[src/rtl/mc_ctrl.sv]
// Multicycle main control FSM: IF/ID/EXE/MEM/WB sequencing, datapath enables and ALU opcode.
// Optional MC_CTRL_JAL_EN adds jal/jr support; without it both decode as illegal.
module mc_ctrl #(
  parameter int ST_W = 3
) (
  input  logic       clk,
  input  logic       rst,
  input  logic [5:0] opcode,
  input  logic [5:0] funct,
  input  logic       zero,
  input  logic       more,
  output logic       pc_write,
  output logic [1:0] pc_src,
  output logic       ir_write,
  output logic       mem_write,
  output logic       reg_write,
  output logic [1:0] reg_dst,
  output logic [1:0] mem_to_reg,
  output logic       alusrca,
  output logic [1:0] alusrcb,
  output logic       ext_op,
  output logic [1:0] aluop,
  output logic       illegal
);

  localparam logic [ST_W-1:0] S_IF  = ST_W'(0);
  localparam logic [ST_W-1:0] S_ID  = ST_W'(1);
  localparam logic [ST_W-1:0] S_EXE = ST_W'(2);
  localparam logic [ST_W-1:0] S_MEM = ST_W'(3);
  localparam logic [ST_W-1:0] S_WB  = ST_W'(4);

  localparam logic [1:0] ALU_ADD = 2'b00;
  localparam logic [1:0] ALU_SUB = 2'b01;
  localparam logic [1:0] ALU_OR  = 2'b10;
  localparam logic [1:0] ALU_SLT = 2'b11;

  logic [ST_W-1:0] state_q, state_d;
  logic            run_q, run_d;

  logic is_rtype, is_addu, is_subu, is_slt, is_ori, is_lw, is_sw;
  logic is_beq, is_bgtz, is_j, is_jal, is_jr, legal;

  assign is_rtype = (opcode == 6'b000000);
  assign is_addu  = is_rtype && (funct == 6'b100001);
  assign is_subu  = is_rtype && (funct == 6'b100011);
  assign is_slt   = is_rtype && (funct == 6'b101010);
  assign is_ori   = (opcode == 6'b001101);
  assign is_lw    = (opcode == 6'b100011);
  assign is_sw    = (opcode == 6'b101011);
  assign is_beq   = (opcode == 6'b000100);
  assign is_bgtz  = (opcode == 6'b000111);
  assign is_j     = (opcode == 6'b000010);
`ifdef MC_CTRL_JAL_EN
  assign is_jal   = (opcode == 6'b000011);
  assign is_jr    = is_rtype && (funct == 6'b001000);
`else
  assign is_jal   = 1'b0;
  assign is_jr    = 1'b0;
`endif
  assign legal = is_addu | is_subu | is_slt | is_ori | is_lw | is_sw |
                 is_beq | is_bgtz | is_j | is_jal | is_jr;

  always_comb begin
    state_d    = state_q;
    run_d      = 1'b1;
    pc_write   = 1'b0;
    pc_src     = 2'b00;
    ir_write   = 1'b0;
    mem_write  = 1'b0;
    reg_write  = 1'b0;
    reg_dst    = 2'b00;
    mem_to_reg = 2'b00;
    alusrca    = 1'b0;
    alusrcb    = 2'b00;
    ext_op     = 1'b0;
    aluop      = ALU_ADD;
    illegal    = 1'b0;
    case (state_q)
      S_IF: begin
        ir_write = 1'b1;
        pc_write = 1'b1;
        alusrcb  = 2'b01;
        state_d  = S_ID;
      end
      S_ID: begin
        // branch target is precomputed here for every instruction
        alusrcb = 2'b11;
        if (is_j) begin
          pc_write = 1'b1;
          pc_src   = 2'b10;
          state_d  = S_IF;
        end else if (!legal) begin
          illegal = 1'b1;
          state_d = S_IF;
        end else if (is_jal) begin
          pc_write = 1'b1;
          pc_src   = 2'b10;
          state_d  = S_WB;
        end else begin
          state_d = S_EXE;
        end
      end
      S_EXE: begin
        alusrca = 1'b1;
        state_d = S_IF;
        if (is_addu || is_subu || is_slt) begin
          aluop   = is_addu ? ALU_ADD : (is_subu ? ALU_SUB : ALU_SLT);
          state_d = S_WB;
        end else if (is_jr) begin
          pc_write = 1'b1;
        end else if (is_ori) begin
          alusrcb = 2'b10;
          aluop   = ALU_OR;
          state_d = S_WB;
        end else if (is_lw || is_sw) begin
          alusrcb = 2'b10;
          ext_op  = 1'b1;
          state_d = S_MEM;
        end else if (is_beq || is_bgtz) begin
          aluop    = ALU_SUB;
          pc_src   = 2'b01;
          pc_write = is_beq ? zero : more;
        end
      end
      S_MEM: begin
        state_d = is_lw ? S_WB : S_IF;
        if (is_sw) mem_write = 1'b1;
      end
      S_WB: begin
        state_d = S_IF;
        if (is_addu || is_subu || is_slt) begin
          reg_write = 1'b1;
          reg_dst   = 2'b01;
        end else if (is_ori) begin
          reg_write = 1'b1;
        end else if (is_lw) begin
          reg_write  = 1'b1;
          mem_to_reg = 2'b01;
        end else if (is_jal) begin
          reg_write  = 1'b1;
          reg_dst    = 2'b10;
          mem_to_reg = 2'b10;
        end
      end
      default: state_d = S_IF;
    endcase
    if (!run_q) state_d = S_IF;
    // outputs stay quiet during reset and until the first edge after release
    if (!rst || !run_q) begin
      pc_write   = 1'b0;
      pc_src     = 2'b00;
      ir_write   = 1'b0;
      mem_write  = 1'b0;
      reg_write  = 1'b0;
      reg_dst    = 2'b00;
      mem_to_reg = 2'b00;
      alusrca    = 1'b0;
      alusrcb    = 2'b00;
      ext_op     = 1'b0;
      aluop      = ALU_ADD;
      illegal    = 1'b0;
    end
  end

  always_ff @(posedge clk or negedge rst) begin
    if (!rst) begin
      state_q <= S_IF;
      run_q   <= 1'b0;
    end else begin
      state_q <= state_d;
      run_q   <= run_d;
    end
  end

endmodule

[config.mk]
export PLATFORM = sky130hd
export DESIGN_NAME = mc_ctrl
export DESIGN_NICKNAME = d
export VERILOG_FILES = /design/src/rtl/mc_ctrl.sv
export SDC_FILE = /design/constraint.sdc
export NUM_CORES = 1
export LEC_CHECK = 0
export BUFFER_PORTS_ARGS = -buffer_cell sky130_fd_sc_hd__buf_2
export CORE_AREA = 8 8 45 47
export CTS_BUF_LIST = sky130_fd_sc_hd__clkbuf_2
export DETAILED_ROUTE_END_ITERATION = 10
export DIE_AREA = 0 0 53 55
export GPL_TIMING_DRIVEN = 0
export PLACE_DENSITY = 0.71
export SLEW_MARGIN = 40
export SYNTH_ARGS = -nofsm -noshare
export SYNTH_HDL_FRONTEND = slang
export SYNTH_SLANG_ARGS = --single-unit
export TNS_END_PERCENT = 20
[constraint.sdc]
create_clock -name clk -period 4.1 [get_ports clk]
set_clock_uncertainty 0.2 [all_clocks]
set_input_delay 0.41 -clock clk [delete_from_list [all_inputs] [get_ports clk]]
set_output_delay 0.41 -clock clk [all_outputs]
set_load 0.01 [all_outputs]
=== Yosys cells after proc, flatten, opt, wreduce, memory -nomap -nowiden ===
Cells that the tools add are included.
Widths: inputs -> output; s select.

* Eq/ne operators: 13
* Multiplexer cells: 63
* Bitwise logic cells: 8
* Reductions and logical operators: 12

{| class="wikitable"
|+ Operator list
! kind !! count
|-
| $mux 2 || 19
|-
| $mux 1 || 36
|-
| $eq 6x6->1 const B || 5
|-
| $eq 6x3->1 const B || 2
|-
| $mux 3 || 4
|-
| $pmux 3 s4 || 1
|-
| $or 1x1->1 || 8
|-
| $eq 3x2->1 const B || 2
|-
| $eq 6x2->1 const B || 1
|-
| $eq 6x4->1 const B || 1
|-
| $logic_not 6->1 || 1
|-
| $pmux 2 s3 || 1
|-
| $logic_or 1x1->1 || 5
|-
| $pmux 2 s2 || 1
|-
| $eq 3x1->1 const B || 1
|-
| $eq 3x3->1 const B || 1
|-
| $logic_and 1x1->1 || 3
|-
| $logic_not 3->1 || 1
|-
| $pmux 1 s3 || 1
|-
| $logic_not 1->1 || 2
|}

* Register bits: 4
* Bits of input ports: 16
* Output and inout port bits: 17

=== Longest topological paths before layout ===
Gate-level depths: netlist of run 1.

* Word-level depth: 14
* Mapped depth: 5

=== Least setup slack after synthesis of run 1 ===
OpenSTA, ideal clock, no wires.

* Path kind: input port to output port
* From: in opcode[4]
* To: out aluop[1]
* Data arrival time: 1,347 ps
* Setup slack: 2,143 ps
* Cell stages on the path: 4
* Buffers on the path: 0
* Cell sequence: nor4_2 > o2111a_2 > nor2_1 > a211oi_1

* Word-level cells in the longest chain between the ends: 7
* Elaborated cells between the ends (all ways): 13
* Classes of those cells: 1 x eq/ne; 6 x mux; 6 x reduce/logical

{| class="wikitable"
|+ RTL lines
! item !! RTL line !! source
|-
| start, declared || 8 || <nowiki>input logic [5:0] opcode,</nowiki>
|-
| $logic_not 6->1 || 43 || <nowiki>assign is_rtype = (opcode == 6'b000000);</nowiki>
|-
| $logic_and 1x1->1 (on tied branches) || 45, 44 ||
|-
| $mux 2 or $logic_or 1x1->1 (tied branches) (2 in a row) || 107, 106 ||
|-
| $mux 2 (*) || 106 || <nowiki>if (is_addu || is_subu || is_slt) begin</nowiki>
|-
| $mux 2 (*) || 78 || <nowiki>case (state_q)</nowiki>
|-
| $mux 2 (*) || 149 || <nowiki>if (!rst || !run_q) begin</nowiki>
|-
| end, declared || 22 || <nowiki>output logic [1:0] aluop,</nowiki>
|}

Mark *: on every way between the ends. The rest lies on a longest branch, timed or not.

=== Final worst setup path of run 1 ===
* From: in rst
* To: out reg_write

* Word-level cells in the longest chain between the ends: 3

{| class="wikitable"
|+ RTL lines
! item !! RTL line !! source
|-
| start, declared || 7 || <nowiki>input logic rst,</nowiki>
|-
| $logic_not 1->1 (no source line) || -- ||
|-
| $logic_or 1x1->1 || 149 ||
|-
| $mux 1 || 149 ||
|-
| end, declared || 16 || <nowiki>output logic reg_write,</nowiki>
|}

Every way passes these cells.

==> qor.txt, run 1 <==
Req. time, crit path -> 3490 ps
CP max FO -> 8
Prevailing post-synth register cell -> dfrtp_1
Arrival @ worst endpoint -> 1860 ps
Clock share of power -> 31.6%
Final setup fails -> 0
Vias after detailed routing -> 640
Hold Vio Cnt, Final -> 0
CTS root buffer -> clkbuf_2
CTS tree -> built
Total Wirelength -> 1630 um
Switching power -> 0.0000402 W
Overflow after GRT -> 0
Synth Warn # -> 0
Fraction of layout cells with a size suffix above 1 -> 39.8%
Synth Instances -> 68
Core area -> 1380 um^2
Drt via density -> 5.38
Synth-to-layout area growth -> 38.7%
CP most frequent cell -> buf_2
CTS clk-pin slew, worst paths -> 50 ps
# rows -> 14
Outcome -> complete, no violations
Post-Synth Adder-Cell Area -> 0%
Die area -> 2920 um^2
Vias in the first global route -> 656
Clock Sinks -> 4
Synth Cell Area -> 514 um^2
Critical Setup Path Class -> input port to output pin
Initial core utilization -> 37.2%
Register area share after synthesis -> 19.5%
Crit end category -> output pin
Commonest non-fill, non-tap cell in the layout -> buf_2
Sum of negative setup slack -> 0 ps
EDFF count, synth -> 0
Distinct cells, synth -> 34
Pre-antenna DRT Iters -> 4
Comb power frac -> 33.3%
Worst-path cell chain -> dlygate4sd3_1 -> buf_2 -> nor4bb_1 -> nand2_1 -> a21oi_1 -> buf_2
Int Pwr -> 0.0000790 W
Multi-input logic area -> 392 um^2
Gpl congestion -> 0.772
RSZ-0062 raised after global routing -> false
DRT iter0 DRCs -> 7
Diode count -> 0
Period utilisation layout -> 60.3%
FF+latch count, synth -> 4
Register share of total power -> 35.1%
Fin util -> 51.5%
Sw Share -> 33.7%
Overall routing resource usage -> 11.5%
Critical path startpoint category -> input port
Initial antenna violation count -> 0
Total power -> 0.000119 W
Largest family of logic cells by synthesized area -> simple AND/OR/NAND/NOR gates
Final Critical Period -> 2470 ps
Routed Antenna Nets -> 0
Slew Viols, Final -> 0
Async SR Flop Fraction -> 100%
Die height -> 55 um
XOR/XNOR Fraction of Synth Area -> 3.41%
Commonest non-fill, non-tap cells in the layout -> 30 x buf_2, 10 x nor2_1
Cell Pwr Density -> 167 nW/um^2
I/O Buffers -> 30
Routed wire per std cell -> 13.7 um
H-tree lvl count -> 1
Post-CTS Setup Inserts -> 0
Max incr delay on CP -> 520 ps
Post-layout nets -> 121
Worst-Skew Late Latency -> 220 ps
Max-cap violations -> 0
FILL cells -> 152
Dpl hpwl -> 1340 um
Max frequency -> 404 MHz
Worst Hold Class -> input port to asynchronous set/reset pin
First-pass GRT wire length -> 2550 um
DRC violations left -> 0
Compound-cell area share of the yosys netlist -> 17.3%
Cts bufs inserted -> 3
Syn_area_per_cell -> 7.56 um^2
IO Pins -> 33
Largest net degree at the start of global routing -> 11
Worst path slowest cell -> dlygate4sd3_1
Worst ir drop on vdd -> 0.0957 mV
Post-synthesis mux area share -> 2.19%
Reg2Reg Depth -> 3
Simple-gate share of the synthesized area -> 51.1%
CTS max path bufs -> 2
Seq. cell area -> 100 um^2
Pleak -> 0.360 nW
Die Wd -> 53 um
==> synthesized netlist by cell type, drive strengths merged, types with 2 or more instances <==
library cell	number	area, um^2
nand2	4	15.0
nor4	2	18.8
dfrtp	4	100
a21oi	4	20.0
nor3	3	15.0
conb	2	7.51
and3	3	18.8
nand2b	2	12.5
buf	3	22.5
nor2	10	37.5
a211oi	4	30.0
nand3	3	15.0
nor2b	5	33.8
==> critical path, delay by kind of cell <==
| kind | cells | cell delay [ps] |
|---|---|---|
| buffers and inverters | 3 | 840 |
| AO/OA/AOI/OAI | 1 | 120 |
| AND/OR/NAND/NOR | 2 | 490 |
==> stage by stage <==
step / setup WS (ps) / cell area [um^2] / cells / hold WS [ps]
after global routing: 1460 / 713 / 119 / 346
after global placement: 1850 / 688 / 115 / 43.9
after detailed placement: 1850 / 688 / 115 / 40.6
after CTS: 1620 / 713 / 119 / 339
after floorplan: 2140 / 518 / 69 / -85.6
final: 1630 / 713 / 119 / 352
==> state kept, by name (all words and copies together) (netlist names) <==
signal / count
state_q: 3
run_q: 1
==> power by group through the flow <==
stage / Combinational [W] / Sequential [W] / Clock [W]
2_1_floorplan: 0.0000211 / 0.0000422 / 0
3_3_place_gp: 0.0000374 / 0.0000423 / 0
3_5_place_dp: 0.0000386 / 0.0000424 / 0
4_1_cts: 0.0000395 / 0.0000418 / 0.0000399
5_1_grt: 0.0000435 / 0.0000420 / 0.0000432
6_report: 0.0000397 / 0.0000418 / 0.0000377
==> per-layer routing <==
| metal | vias to the layer above | global-route usage [%] | part of all wire, % |
|---|---|---|---|
| met5 | - | 0 | 0 |
| met4 | 0 | 3.88 | 0 |
| met3 | 0 | 5.88 | 9.4 |
| met2 | 28 | 19.7 | 50 |
| met1 | 293 | 11.9 | 41 |
| li1 | 319 | - | - |
==> path summary, 6_finish.rpt <==
check                            from    endpoint  slack, ps
setup / recovery                  rst   reg_write       1630
hold / removal                    rst  state_q[2]        350
setup reg to reg           state_q[1]  state_q[1]       2840
hold reg to reg            state_q[0]  state_q[0]        380
max in group asynchronous         rst  state_q[1]       3200
min in group clk           state_q[0]  state_q[0]        380
==> layout make-up <==
class                   instances  share of cell area (%)
repair buffers                 31                    22.5
inverters                       1                   0.526
plain buffers                   3                    3.16
well taps                      16                    2.81
multi-input cells              61                    54.9
clock buffers                   3                    2.11
flip-flops and latches          4                    14.0
==> logic make-up after synthesis <==
kind of cell / count (synthesis)
compound gates: 12
xor+xnor: 2
buf+inv: 4
flops: 4
mux: 1
other cells: 2
simple gates: 43
==> what timing repair did <==
| item | in CTS | in global routing |
|---|---|---|
| resized for setup | 0 | 0 |
| endpoints found under the hold margin | 4 | 0 |
| hold buffers | 1 | 0 |
Power figures use the tool's default switching activity.
==> run 2: changes to the inputs <==
--- a/config.mk
+++ b/config.mk
@@ -6,12 +6,12 @@
 export NUM_CORES = 1
 export LEC_CHECK = 0
 export BUFFER_PORTS_ARGS = -buffer_cell sky130_fd_sc_hd__buf_2
-export CORE_AREA = 8 8 45 47
+export CORE_MARGIN = 8
+export CORE_UTILIZATION = 38
 export CTS_BUF_LIST = sky130_fd_sc_hd__clkbuf_2
 export DETAILED_ROUTE_END_ITERATION = 10
-export DIE_AREA = 0 0 53 55
 export GPL_TIMING_DRIVEN = 0
-export PLACE_DENSITY = 0.71
+export PLACE_DENSITY = 0.73
 export SLEW_MARGIN = 40
 export SYNTH_ARGS = -nofsm -noshare
 export SYNTH_HDL_FRONTEND = slang
==> constraint.sdc (replaced) <==
create_clock -name clk -period 2 [get_ports clk]
set_clock_uncertainty 0.2 [all_clocks]
set_input_delay 0.2 -clock clk [delete_from_list [all_inputs] [get_ports clk]]
set_output_delay 0.2 -clock clk [all_outputs]
set_load 0.01 [all_outputs]
==> run 2 against run 1 <==
Effect of this change: cell count shrank 0.84%; sequential power up 110%; critical path type unchanged; count of clock-buffer cells in the layout stayed put.
==> qor.txt, run 2 (synthesis gave the netlist of run 1 again) <==
Vias in the first global route -> 622
Cts bufs inserted -> 3
CP max FO -> 4
CTS tree -> built
Reg with most FFs -> state_q
RR Startpoint -> state_q[0]
Sum of negative setup slack -> 0 ps
Die height -> 52.8 um
Final setup fails -> 0
Slew Viols, Final -> 0
CP most frequent cell -> buf_2
CTS max path bufs -> 2
Cell Pwr Density -> 334 nW/um^2
Max incr delay on CP -> 400 ps
Critical R2R Capture -> state_q[1]
Total Wirelength -> 1570 um
Reg2Reg Depth -> 4
Commonest non-fill, non-tap cell in the layout -> buf_2
FILL cells -> 145
Commonest non-fill, non-tap cells in the layout -> 30 x buf_2, 10 x nor2_1, 4 x a21oi_1, 4 x a211oi_1, 4 x nand2_1
Worst ir drop on vdd -> 0.340 mV
Overall routing resource usage -> 11.5%
Core area -> 1280 um^2
Largest registers -> state_q x3, run_q x1
Max-cap violations -> 0
IO Pins -> 33
Largest register FFs -> 3
CTS root buffer -> clkbuf_2
Outcome -> complete, no violations
Worst-path cell chain -> buf_2 -> nor4_2 -> nand2_1 -> mux2_1 -> a22o_1 -> buf_2
Die Wd -> 52.8 um
R2R Setup Slk -> 730 ps
DRC violations left -> 0
CTS clk-pin slew, worst paths -> 50 ps
# rows -> 13
Overflow after GRT -> 0
Final worst-path setup slack -> 142 ps
Routed wire per std cell -> 13.3 um
Vias after detailed routing -> 629
Seq. cell area -> 101 um^2
I/O Buffers -> 30
RSZ-0062 raised after global routing -> false
Final Critical Period -> 1860 ps
Synth-to-layout area growth -> 41.4%
DRT iter0 DRCs -> 11
Initial core utilization -> 40.0%
Worst Hold Class -> input port to asynchronous set/reset pin
Fraction of layout cells with a size suffix above 1 -> 43.7%
Period utilisation layout -> 92.9%
Drt via density -> 5.33
Diode count -> 0
Clock Sinks -> 4
Worst-Skew Late Latency -> 210 ps
Req. time, crit path -> 1600 ps
Largest net degree at the start of global routing -> 11
Die area -> 2790 um^2
Max frequency -> 538 MHz
Post-layout nets -> 121
Pre-antenna DRT Iters -> 4
H-tree lvl count -> 1
Crit end category -> output pin
Worst path slowest cell -> nor4_2
Worst path top cell family by delay -> simple AND/OR/NAND/NOR gates
First-pass GRT wire length -> 2510 um
CP Buf/Inv Count -> 2
Initial antenna violation count -> 0
Pre-CTS setup slack -> 172 ps
Gpl congestion -> 0.823
Critical Setup Path Class -> input port to output pin
Multi-input logic area -> 405 um^2
Post-CTS Setup Inserts -> 0
Critical path startpoint category -> input port
Hold Vio Cnt, Final -> 0
Pleak -> 0.360 nW
Routed Antenna Nets -> 0
Arrival @ worst endpoint -> 1460 ps
## run 2: changes by cell type in the layout (fill, tap and decap cells not counted)
cell and delta:
dfrtp_2 +1, nor4bb_2 +1, dfrtp_1 -1, nor4bb_1 -1, nor2b_2 +1, nand3_2 +1, nor2b_1 -1, nand3_1 -1
## run 2: worst register-to-register path, stage by stage (launching register included)
cell and delay, ps:
dfrtp_1 360, buf_4 170, nor2b_2 170, a2bb2oi_1 80
a211oi_1 190
## run 2: how the worst max path moves through the flow
stage | start | endpoint | slack (ps) | cells past startpoint
6_report | opcode[4] | pc_write | 140 | 6
5_1_grt | state_q[0] | pc_write | 30 | 6
4_1_cts | state_q[1] | pc_write | 40 | 5
3_5_place_dp | opcode[4] | pc_write | 170 | 6
3_3_place_gp | opcode[4] | pc_write | 190 | 6
2_1_floorplan | state_q[0] | pc_write | 390 | 5
## run 2: stage by stage
step           power, W  hold WS [ps]  cells  util, %  instance area, um^2
3_5_place_dp   0.000166          -167    114     53.5                  687
2_1_floorplan  0.000130          -296     69        -                  518
4_1_cts        0.000247           197    118     55.4                  712
3_3_place_gp   0.000163          -167    114     53.5                  687
5_1_grt        0.000264           204    118     56.6                  727
6_report       0.000242           221    118     56.6                  727
## run 2: cell type report
cell class | instances | area share (%)
inverter | 1 | 0.516
clock buffer | 3 | 2.07
multi-input combinational | 61 | 55.8
buffer | 3 | 3.10
sequential | 4 | 13.9
tap | 15 | 2.58
timing repair buffer | 31 | 22.0
## run 2: what timing repair did
item | CTS | global route
gates resized for setup | 0 | 4
endpoints found under the setup margin | 0 | 3
endpoints found under the hold margin | 4 | 0
hold buffers | 1 | 0
## run 2: power breakdown
group | internal, W | switching (W) | total, W
clock network | 0.0000403 | 0.0000344 | 0.0000748
registers | 0.0000841 | 0.00000194 | 0.0000860
logic | 0.0000383 | 0.0000433 | 0.0000817
total | 0.000163 | 0.0000797 | 0.000242
## run 2: routing by layer
metal  share of wire [%]  routed length, um  up-vias  GRT usage, %
li1                    -                  -      317             -
met1                  42                653      286          12.9
met2                  49                763       24          18.8
met3                 8.7                137        2          5.68
met4                0.89                 14        0          2.59
met5                   0                  0        -             0
